<file path="src/rtl/sum_4.sv">
// 4-bit carry-lookahead adder. Every internal carry is a flat sum of products
// of the per-bit generate/propagate terms and c_in. The combinational result is
// also captured on clk for pipelined users, and the group generate/propagate
// terms are exported so wider lookahead adders can be built from this block.
module sum_4 (
    output logic [3:0] S,
    output logic       c_out,
    input  logic [3:0] A,
    input  logic [3:0] B,
    input  logic       c_in,
    input  logic       clk,
    input  logic       rst_n,
    output logic       G,
    output logic       P,
    output logic [3:0] S_r,
    output logic       c_out_r
);

    logic [3:0] g;
    logic [3:0] p;
    logic [4:0] c;

    assign g = A & B;
    assign p = A ^ B;

    // Lookahead carries, written out flat so no carry depends on another carry.
    always_comb begin
        c[0] = c_in;
        c[1] = g[0]
             | (p[0] & c_in);
        c[2] = g[1]
             | (p[1] & g[0])
             | (p[1] & p[0] & c_in);
        c[3] = g[2]
             | (p[2] & g[1])
             | (p[2] & p[1] & g[0])
             | (p[2] & p[1] & p[0] & c_in);
        c[4] = g[3]
             | (p[3] & g[2])
             | (p[3] & p[2] & g[1])
             | (p[3] & p[2] & p[1] & g[0])
             | (p[3] & p[2] & p[1] & p[0] & c_in);
    end

    assign S     = p ^ c[3:0];
    assign c_out = c[4];

    // Group terms, independent of c_in, so that c_out == G | (P & c_in).
    assign P = &p;
    assign G = g[3]
             | (p[3] & g[2])
             | (p[3] & p[2] & g[1])
             | (p[3] & p[2] & p[1] & g[0]);

    // Registered copy of the result; cleared immediately while reset is low.
    always_ff @(posedge clk or negedge rst_n) begin
        if (!rst_n) begin
            S_r     <= 4'b0000;
            c_out_r <= 1'b0;
        end else begin
            S_r     <= S;
            c_out_r <= c_out;
        end
    end

endmodule

</file>
<file path="config.mk">
export PLATFORM = sky130hd
export DESIGN_NAME = sum_4
export DESIGN_NICKNAME = d
export VERILOG_FILES = /design/src/rtl/sum_4.sv
export SDC_FILE = /design/constraint.sdc
export NUM_CORES = 1
export LEC_CHECK = 0
export ABC_AREA = 1
export BUFFER_PORTS_ARGS = -buffer_cell sky130_fd_sc_hd__buf_2
export CAP_MARGIN = 20
export CORE_AREA = 2 2 39 41
export DETAILED_ROUTE_END_ITERATION = 12
export DIE_AREA = 0 0 41 43
export HOLD_SLACK_MARGIN = 0.15
export PLACE_DENSITY = 0.6
export SETUP_SLACK_MARGIN = 0.3
export SLEW_MARGIN = 20
export SYNTH_ARGS = -nofsm -noshare
export SYNTH_HDL_FRONTEND = slang
export SYNTH_SLANG_ARGS = --single-unit
</file>
<file path="constraint.sdc">
create_clock -name clk -period 3.1 [get_ports clk]
set_clock_uncertainty 0.2 [all_clocks]
set_input_delay 0.775 -clock clk [delete_from_list [all_inputs] [get_ports clk]]
set_output_delay 0.775 -clock clk [all_outputs]
set_load 0.05 [all_outputs]
</file>
* Word-level counts from Yosys, hierarchy flattened
Cells that the tools add are included.
** Cells by class
- Bitwise logic cells :: 29
- Reduce and logical (&&, ||, !) cells :: 1
** Operators with widths (number)
- $and A1 B1 Y1 :: 16
- $or A1 B1 Y1 :: 10
- $xor A4 B4 Y4 :: 2
- $and A4 B4 Y4 :: 1
- $reduce_and A4 Y1 :: 1
** Word-level totals
- Word-level logic and storage cells :: 32
- Output and inout port bits :: 12
- Flip-flop bits (word level) :: 5
- Input bits :: 11

* Depth between registers and ports, before layout
Gate-level depths: netlist of run 1.
- Depth in word-level cells :: 6
- Mapped depth :: 7
- Depth with buffers taken out :: 7

* Worst setup path before layout of run 1
No wires, ideal clock.
- Path type :: input-to-output
- Start :: input port A[3]
- End :: output port c_out
- Setup slack :: -0.241 ns
- Path buffers :: 0
- Stages :: 5
- Arrival :: 2.366 ns
- Required time :: 2.125 ns
- Path through :: ha_1 > inv_1 > nor3_2 > nand2_1 > nand3_1
** Between the ends
- Word-level cells in the longest chain between the ends :: 6
- Elaborated cells between the ends (all ways) :: 13
- Classes of those cells :: bitwise: 13
** RTL lines
- start, declared :: RTL line 8 : input logic [3:0] A,
- $xor A4 B4 Y4 :: RTL line 24 : assign p = A ^ B;
- $and A1 B1 Y1 (on tied branches)
- $or A1 B1 Y1, or another cell as far along :: RTL line 39 : | (p[3] & g[2])
- $or A1 B1 Y1, or another cell as far along :: RTL line 40 : | (p[3] & p[2] & g[1])
- $or A1 B1 Y1 or $and A1 B1 Y1 (tied branches) :: RTL line 41, 42
- $or A1 B1 Y1 * :: RTL line 42 : | (p[3] & p[2] & p[1] & p[0] & c_in);
- end, declared :: RTL line 7 : output logic c_out,
Mark *: on every way between the ends. The rest lies on a longest branch, timed or not.

* Final worst setup path of run 1
- Start :: input port B[1]
- End :: output port S[3]
** Between the ends
- Word-level cells in the longest chain between the ends :: 6
- Elaborated cells between the ends (all ways) :: 11
- Classes of those cells :: bitwise: 11
** RTL lines
- start, declared :: RTL line 9 : input logic [3:0] B,
- $and A4 B4 Y4 or $xor A4 B4 Y4 (tied branches) :: RTL line 23, 24
- $and A1 B1 Y1 (on tied branches) :: RTL line 35, 36, 37
- $or A1 B1 Y1, or another cell as far along :: RTL line 35 : | (p[2] & g[1])
- $or A1 B1 Y1 or $and A1 B1 Y1 (tied branches) :: RTL line 36, 37
- $or A1 B1 Y1 * :: RTL line 37 : | (p[2] & p[1] & p[0] & c_in);
- $xor A4 B4 Y4 * :: RTL line 45 : assign S = p ^ c[3:0];
- end, declared :: RTL line 6 : output logic [3:0] S,
Marks and branches as above.

==> impl_metrics.env, run 1 <==
export IMPL_synthCells=43
export IMPL_top_usage_layer="met2"
export IMPL_use_met3_pct=4.19
export IMPL_met1_usage_pct=9.74
export IMPL_worstHoldPathCells=3
export IMPL_cap_violations=0
export IMPL_yosys_warnings=0
export IMPL_track_usage_pct=12.0
export IMPL_layout_nets=88
export IMPL_fmax_ghz=0.366
export IMPL_relSlewSlack_pct=83.4
export IMPL_grt_util_met2_pct=19.7
export IMPL_synth_most_common_cell="nand2_1"
export IMPL_synth_top_family_by_area="simple AND/OR/NAND/NOR gates"
export IMPL_synth_area_um2=354
export IMPL_total_leakage_power_nw=0.335
export IMPL_clk_pin_slew_worst_paths_ns=0.04
export IMPL_synth_fa_ha_area_share_pct=23.3
export IMPL_initial_core_util_pct=25.6
export IMPL_cts_buffers=3
export IMPL_powerDensity_nw_per_um2=551
export IMPL_synth_nets=60
export IMPL_yosys_top_cells_count="nand2_1 (13), inv_1 (7), dfrtp_1 (5), ha_1 (5), nand3_1 (5)"
export IMPL_ys_flop_type="dfrtp_1"
export IMPL_dp_cells=81
export IMPL_required_ns=2.12
export IMPL_critPathMaxFanout=6
export IMPL_start_kind="primary input"
export IMPL_yosys_area_share_simple_pct=30.0
export IMPL_grt_max_degree=7
export IMPL_port_buffers=22
export IMPL_synthArstFlopShare_pct=100
export IMPL_routed_wl_um=841
export IMPL_instances_no_fill=86
export IMPL_drive_gt1_share_pct=45.7
export IMPL_rows=14
export IMPL_antennaDiodeCount=0
export IMPL_synth_area_leaders="dfrtp_1 (35%), ha_1 (18%), nand2_1 (14%), inv_1 (7.4%), nand3_1 (7.1%)"
export IMPL_antenna_found_initial=0
export IMPL_hold_viol=0
export IMPL_multi_input_area_um2=262
export IMPL_yosysTopAreaCellShare_pct=35.3
export IMPL_synthXorXnorAreaFrac_pct=2.47
export IMPL_vias=374
export IMPL_cts_root_buf="clkbuf_4"
export IMPL_yosys_area_top_type="dfrtp_1"
export IMPL_drt_first_pass_iters=2
export IMPL_cts_sinks=5
export IMPL_worst_pin_slew_ns=0.251
export IMPL_cts_setup_buffers=0
export IMPL_synth_seq_cells=5
export IMPL_hold_end="c_out_r"
export IMPL_synth_edff_count=0
export IMPL_die_area_um2=1760
export IMPL_gp_congestion=0.759
export IMPL_nFillCells=141
export IMPL_fin_setup_tns_ns=0
export IMPL_final_antenna_net_count=0
export IMPL_ys_seq_area_share_pct=35.3
export IMPL_hold_start="c_in"
export IMPL_coreArea_um2=1380
export IMPL_die_w_um=41
export IMPL_synth_compound_area_share_pct=1.41
export IMPL_endpoint_kind="output port"
export IMPL_grt_pass1_wl_um=1380
export IMPL_area_growth_pct=72.4
export IMPL_irDropWorstVdd_mv=0.127
export IMPL_cts_tree="built"
export IMPL_post_synth_cell_area_avg_um2=8.23
export IMPL_ys_types=12
export IMPL_setup_viol=0
export IMPL_drt_first_iter_violations=7
export IMPL_grt_pass1_vias=397
export IMPL_hpwlAfterDp_um=701
export IMPL_cts_path_max_buffers=2
export IMPL_criticalPathCategory="in2out"
export IMPL_wl_per_cell_um=9.78
export IMPL_min_period_ns=2.73
export IMPL_slew_viol_final=0
export IMPL_period_share_pct=88.2
export IMPL_pin_count=23
export IMPL_rsz0062_at_grt="yes"
export IMPL_htreeDepth=1
export IMPL_drc=0
export IMPL_worstPathArrival_ns=1.76
export IMPL_muxShareOfSynthArea_pct=0
export IMPL_viasPerCell=4.35
export IMPL_regArea_um2=125
export IMPL_hp_class="in2reg"
export IMPL_gr_total_overflow=0
export IMPL_fp_dieH_um=43
export IMPL_status="complete, no violations"
[registers in the layout, indices dropped and copies added (netlist names)]
signal,cells
S_r,4
c_out_r,1
[layout by cell type, fill, tap and decap left out, drive strengths merged, types with 2 or more instances in the layout]
cell type and count:
buf 21, nand2 13, inv 7, dfrtp 5
nand3 5, clkbuf 5, ha 5, nand4 2
[layer usage]
layer / up-vias / wire length, µm / part of all wire [%]
met2: 17 / 467 / 56
li1: 190 / - / -
met1: 167 / 301 / 36
met5: - / 0 / 0
met4: 0 / 0 / 0
met3: 0 / 72 / 8.6
[timing repair]
| item | CTS | global route |
|---|---|---|
| hold endpoints to repair | 5 | 0 |
| hold buffers | 1 | 0 |
| pin swaps | 0 | 0 |
| resized for setup | 8 | 7 |
| setup endpoints to repair | 6 | 5 |
[worst max-delay path by stage]
stage | start | end | slack, ns | depth (start not counted)
2_1_floorplan | A[1] | c_out | 0.06 | 5
3_3_place_gp | A[1] | S[3] | 0.15 | 9
3_5_place_dp | A[1] | S[3] | 0.14 | 9
4_1_cts | A[2] | S[3] | 0.28 | 7
5_1_grt | B[1] | S[3] | 0.27 | 9
6_report | B[1] | S[3] | 0.37 | 9
[power breakdown]
part / internal (mW) / switching, mW / leakage, nW
Combinational: 0.0569 / 0.128 / 0.260
Sequential: 0.0757 / 0.00192 / 0.0593
Clock: 0.0486 / 0.0251 / 0.0150
[layout make-up]
cell class / instances / share of cell area (%)
well taps: 16 / 3.28
multi-input cells: 31 / 42.8
flip-flops and latches: 5 / 20.5
clock buffers: 4 / 4.30
inverters: 7 / 4.30
repair buffers: 23 / 24.8
[through the flow]
step | hold WS [ns] | util [%] | instance area, µm² | power, mW | setup WS, ns
after global routing | 0.645 | 44.1 | 611 | 0.364 | 0.270
after global placement | 0.389 | 36.3 | 503 | 0.239 | 0.149
after detailed placement | 0.393 | 36.3 | 503 | 0.241 | 0.136
after CTS | 0.632 | 41.1 | 569 | 0.329 | 0.275
after floorplan | 0.279 | - | 373 | 0.203 | 0.0558
final | 0.639 | 44.1 | 611 | 0.337 | 0.366
[cell families after synthesis]
group | after synthesis
xor gates and xnor gates | 1
buffers and inverters | 7
DFF | 5
AOI/OAI and AO/OA | 1
adders and majority gates | 6
and+or+nand+nor | 23
[critical path: stages]
cell,delay [ns]
buf_2,0.11
ha_4,0.30
nand2_1,0.09
nand2_1,0.08
nand2_1,0.06
nand2_1,0.06
nand2_1,0.06
nand2_2,0.08
buf_8,0.15
No activity file was read; power rests on OpenSTA's default activity.
==> inputs of run 2 (changes only) <==
ABC_AREA = not set   (was 1)
PLACE_DENSITY = 0.57   (was 0.6)
clock period = 2.9 ns   (was 3.1 ns; I/O delays follow)
==> impl_metrics.env, run 2 <==
export IMPL_drive_gt1_share_pct=80.0
export IMPL_powerDensity_nw_per_um2=555
export IMPL_rsz0062_at_grt="yes"
export IMPL_hp_class="in2async"
export IMPL_ys_flop_type="dfrtp_1"
export IMPL_setup_viol=0
export IMPL_gr_total_overflow=0
export IMPL_required_ns=1.98
export IMPL_antennaDiodeCount=0
export IMPL_endpoint_kind="output port"
export IMPL_worstPathCellList="buf_6 -> ha_4 -> a41oi_2 -> o21ai_4 -> a21o_2 -> buf_8"
export IMPL_drt_first_pass_iters=2
export IMPL_worst_pin_slew_ns=0.254
export IMPL_grt_max_degree=6
export IMPL_cts_buffers=3
export IMPL_synth_area_leaders="dfrtp_1 (39%), ha_1 (20%), a21o_1 (7.0%), fa_1 (6.3%), inv_1 (5.9%)"
export IMPL_layout_nets=78
export IMPL_cts_tree="built"
export IMPL_status="complete, no violations"
export IMPL_min_period_ns=2.74
export IMPL_wl_met1_um=275
export IMPL_yosys_area_top_type="dfrtp_1"
export IMPL_final_antenna_net_count=0
export IMPL_top_register="S_r"
export IMPL_yosys_warnings=0
export IMPL_antenna_found_initial=0
export IMPL_post_synth_cell_area_avg_um2=11.4
export IMPL_track_usage_pct=10.2
export IMPL_topRoutingLayerUsed="met3"
export IMPL_synthArstFlopShare_pct=100
export IMPL_final_common_cell="buf_2"
export IMPL_slew_viol_final=0
export IMPL_ys_seq_area_share_pct=39.1
export IMPL_max_stage_delay_ns=0.25
export IMPL_total_leakage_power_nw=0.348
export IMPL_grt_pass1_wl_um=1220
export IMPL_largestRegisters="S_r: 4 flops, c_out_r: 1 flops"
export IMPL_startpoint="B[1]"
export IMPL_nFillCells=121
export IMPL_synth_seq_cells=5
export IMPL_synth_edff_count=0
export IMPL_wl_met2_um=421
export IMPL_final_cell_mix="buf_2 (12), buf_6 (8), dfrtp_1 (5)"
export IMPL_area_growth_pct=131
export IMPL_timing_hold_ws_ns=0.625
export IMPL_clk_pin_slew_worst_paths_ns=0.04
export IMPL_finalPower_mw=0.411
export IMPL_irDropWorstVdd_mv=0.142
export IMPL_vias=320
export IMPL_hold_viol=0
export IMPL_grt_pass1_vias=316
export IMPL_critPathMaxFanout=4
export IMPL_cap_violations=0
export IMPL_yosysTopAreaCellShare_pct=39.1
export IMPL_largest_register_ffs=4
export IMPL_yosys_top_cells_count="dfrtp_1 (5), ha_1 (5), inv_1 (5), a21o_1 (3)"
export IMPL_slowest_stage="ha_4"
export IMPL_die_w_um=41
export IMPL_rows=14
export IMPL_synth_nets=45
export IMPL_cts_path_max_buffers=2
export IMPL_fp_dieH_um=43
export IMPL_dpl_cell_area_um2=552
export IMPL_start_kind="primary input"
export IMPL_worstPathArrival_ns=1.81
export IMPL_drt_first_iter_violations=2
export IMPL_period_share_pct=94.4
export IMPL_utilization_pct=53.5
export IMPL_fin_setup_tns_ns=0
export IMPL_initial_core_util_pct=23.1
export IMPL_stdcell_area_um2=741
export IMPL_gp_congestion=0.701
export IMPL_routed_wl_um=758
export IMPL_coreArea_um2=1380
export IMPL_cts_root_buf="clkbuf_4"
export IMPL_cts_sinks=5
export IMPL_fmax_ghz=0.365
export IMPL_criticalPathCategory="in2out"
export IMPL_hpwlAfterDp_um=631
export IMPL_endpoint="c_out"
export IMPL_ys_types=12
export IMPL_wl_met3_um=61
export IMPL_wl_per_cell_um=9.97
export IMPL_relSlewSlack_pct=83.1
export IMPL_synthCells=28
export IMPL_viasPerCell=4.21
export IMPL_port_buffers=22
export IMPL_synth_area_um2=320
export IMPL_drc=0
export IMPL_pin_count=23
export IMPL_htreeDepth=1
export IMPL_die_area_um2=1760
-- run 2: cell types whose count changed after synthesis, sizes merged, moves of 2 or more --
cell,before,now
a21o,0,3
inv,7,5
nand2,13,0
nand3,5,0
nand4,2,0
-- run 2: cell type report --
class | instances | area [µm²] | area share [%]
Multi-Input combinational cell | 18 | 313 | 42.2
Inverter | 5 | 21.3 | 2.87
Clock buffer | 4 | 26.3 | 3.55
Tap cell | 16 | 20.0 | 2.70
Timing Repair Buffer | 28 | 235 | 31.8
Sequential cell | 5 | 125 | 16.9
-- run 2: metal layers --
| metal | GRT usage [%] | vias up |
|---|---|---|
| met4 | 6.00 | 0 |
| met2 | 15.3 | 15 |
| met5 | 0 | - |
| li1 | - | 158 |
| met3 | 3.14 | 0 |
| met1 | 12.1 | 147 |
-- run 2: kinds of logic (layout without fill, tap and decap cells) --
group	after synthesis	after routing	synth area share, %
AND/OR/NAND/NOR	1	1	3.13
adder cells (fa/ha/maj)	6	6	25.8
buffers and inverters	5	37	5.86
XOR/XNOR	3	3	8.20
AO/OA/AOI/OAI	8	8	18.0
flip-flops	5	5	39.1
-- run 2: through the flow --
stage                     std cells  worst slack (ns)
after CTS                        76             0.169
after global placement           69           -0.0283
after floorplan                  28             0.238
after global routing             76             0.149
final                            76             0.163
after detailed placement         69           -0.0369
-- run 2: what timing repair did --
item | CTS | global route
pin swaps | 10 | 6
hold endpoints to repair | 5 | 0
hold buffers | 1 | 0
setup endpoints to repair | 7 | 7
resized for setup | 30 | 5
setup buffers | 2 | 0
-- run 2: power by group --
part | internal [mW] | switching (mW) | leakage, nW
Clock | 0.0519 | 0.0265 | 0.0150
Sequential | 0.0822 | 0.00275 | 0.0587
Combinational | 0.0934 | 0.155 | 0.275
Total | 0.227 | 0.184 | 0.348
-- run 2: worst min path at each step --
stage	endpoint	slack [ns]	cells after the start
after global placement	S_r[0]	0.34	1
after floorplan	S_r[0]	0.23	0
after global routing	S_r[0]	0.63	2
final	S_r[0]	0.62	2
after CTS	S_r[0]	0.61	2
after detailed placement	S_r[0]	0.35	1
-- run 2: critical path, delay by kind of cell --
family / cells / cell delay [ns]
AO/OA/AOI/OAI: 3 / 0.58
adder cells (fa/ha/maj): 1 / 0.25
buffers and inverters: 2 / 0.25
==> inputs of run 3 (changes only) <==
CORE_AREA = 3 3 40 42   (was 2 2 39 41)
DIE_AREA = 0 0 43 45   (was 0 0 41 43)
GPL_ROUTABILITY_DRIVEN = 0   (was not set)
==> impl_metrics.env, run 3 (synthesized netlist as in run 2, its figures left out) <==
export IMPL_wl_per_cell_um=10.6
export IMPL_vias=324
export IMPL_irDropWorstVdd_mv=0.176
export IMPL_grt_pass1_wl_um=1300
export IMPL_die_w_um=43
export IMPL_stdcell_area_um2=767
export IMPL_cts_sinks=5
export IMPL_grt_pass1_vias=326
export IMPL_final_common_cell="buf_6"
export IMPL_dpl_cell_area_um2=551
export IMPL_rows=13
export IMPL_final_cell_mix="buf_6 (11), buf_2 (9), dfrtp_1 (5), ha_4 (5), inv_2 (4)"
export IMPL_antenna_found_initial=0
export IMPL_critPathMaxFanout=4
export IMPL_cts_path_max_buffers=2
export IMPL_drive_gt1_share_pct=81.4
export IMPL_status="complete, no violations"
export IMPL_total_leakage_power_nw=0.350
export IMPL_cts_tree="built"
export IMPL_utilization_pct=59.7
export IMPL_setup_viol=0
export IMPL_pin_count=23
export IMPL_drc=0
export IMPL_final_antenna_net_count=0
export IMPL_pre_cts_ws_ns=-0.0160
export IMPL_layout_nets=77
export IMPL_routed_wl_um=785
export IMPL_largest_register_ffs=4
export IMPL_period_share_pct=93.8
export IMPL_htreeDepth=1
export IMPL_die_area_um2=1940
export IMPL_drt_first_pass_iters=2
export IMPL_fin_setup_tns_ns=0
export IMPL_worst_pin_slew_ns=0.249
export IMPL_area_growth_pct=139
export IMPL_criticalPathCategory="in2out"
export IMPL_dp_cells=68
export IMPL_port_buffers=22
export IMPL_viasPerCell=4.38
export IMPL_hold_viol=0
export IMPL_min_period_ns=2.72
export IMPL_instances_no_fill=74
export IMPL_required_ns=1.98
export IMPL_fmax_ghz=0.367
export IMPL_fp_dieH_um=45
export IMPL_largestRegisters="S_r: 4 flops, c_out_r: 1 flops"
export IMPL_endpoint_kind="output port"
export IMPL_cts_buffers=3
export IMPL_hp_class="in2async"
export IMPL_drt_first_iter_violations=1
export IMPL_slew_viol_final=0
export IMPL_gr_total_overflow=0
export IMPL_initial_core_util_pct=24.9
export IMPL_grt_max_degree=6
export IMPL_cts_root_buf="clkbuf_4"
export IMPL_coreArea_um2=1280
export IMPL_top_register="S_r"
export IMPL_worstPathArrival_ns=1.80
export IMPL_powerDensity_nw_per_um2=542
export IMPL_relSlewSlack_pct=83.5
export IMPL_cap_violations=0
export IMPL_rsz0062_at_grt="yes"
export IMPL_setup_slack_ns=0.178
export IMPL_antennaDiodeCount=0
export IMPL_track_usage_pct=9.56
export IMPL_start_kind="primary input"
export IMPL_clk_pin_slew_worst_paths_ns=0.04
==> run 3: path summary, 6_finish.rpt <==
kind,start,to,slack [ns],cells after the start
min in group clk,B[3],c_out_r,0.64,3
max in group asynchronous,rst_n,S_r[3],1.75,2
min,rst_n,S_r[0],0.62,2
max,A[2],c_out,0.18,6
==> run 3: critical path, cell delays in order <==
cell	delay [ns]
buf_6	0.10
ha_4	0.24
a41oi_2	0.24
o21ai_4	0.11
a21o_4	0.24
buf_8	0.15
==> run 3: power by group <==
group | switching [mW] | internal, mW
Clock | 0.0278 | 0.0520
Sequential | 0.00203 | 0.0820
Combinational | 0.155 | 0.0967
==> run 3: cell type report <==
type | count | area [µm²]
Clock buffer | 4 | 26.3
Inverter | 5 | 18.8
Timing Repair Buffer | 27 | 246
Multi-Input combinational cell | 18 | 332
Fill cell | 109 | 518
Tap cell | 15 | 18.8
Sequential cell | 5 | 125
==> run 3: through the flow <==
| stage | total power [mW] | hold WS [ns] |
|---|---|---|
| after CTS | 0.409 | 0.619 |
| after floorplan | 0.241 | 0.229 |
| after global placement | 0.285 | 0.339 |
| final | 0.416 | 0.620 |
| after detailed placement | 0.286 | 0.341 |
| after global routing | 0.443 | 0.628 |
==> run 3: what timing repair did <==
action	4_1_cts	5_1_grt
gates resized for setup	30	10
setup endpoints to repair	7	7
pin swaps	10	10
hold buffers	1	0
endpoints found under the hold margin	5	0
setup buffers	1	0
==> run 3: metal layers <==
| layer | wire length [µm] | global-route usage, % |
|---|---|---|
| met3 | 75 | 2.79 |
| met2 | 425 | 15.3 |
| met1 | 285 | 10.1 |
| met4 | 0 | 9.04 |
| met5 | 0 | 0 |
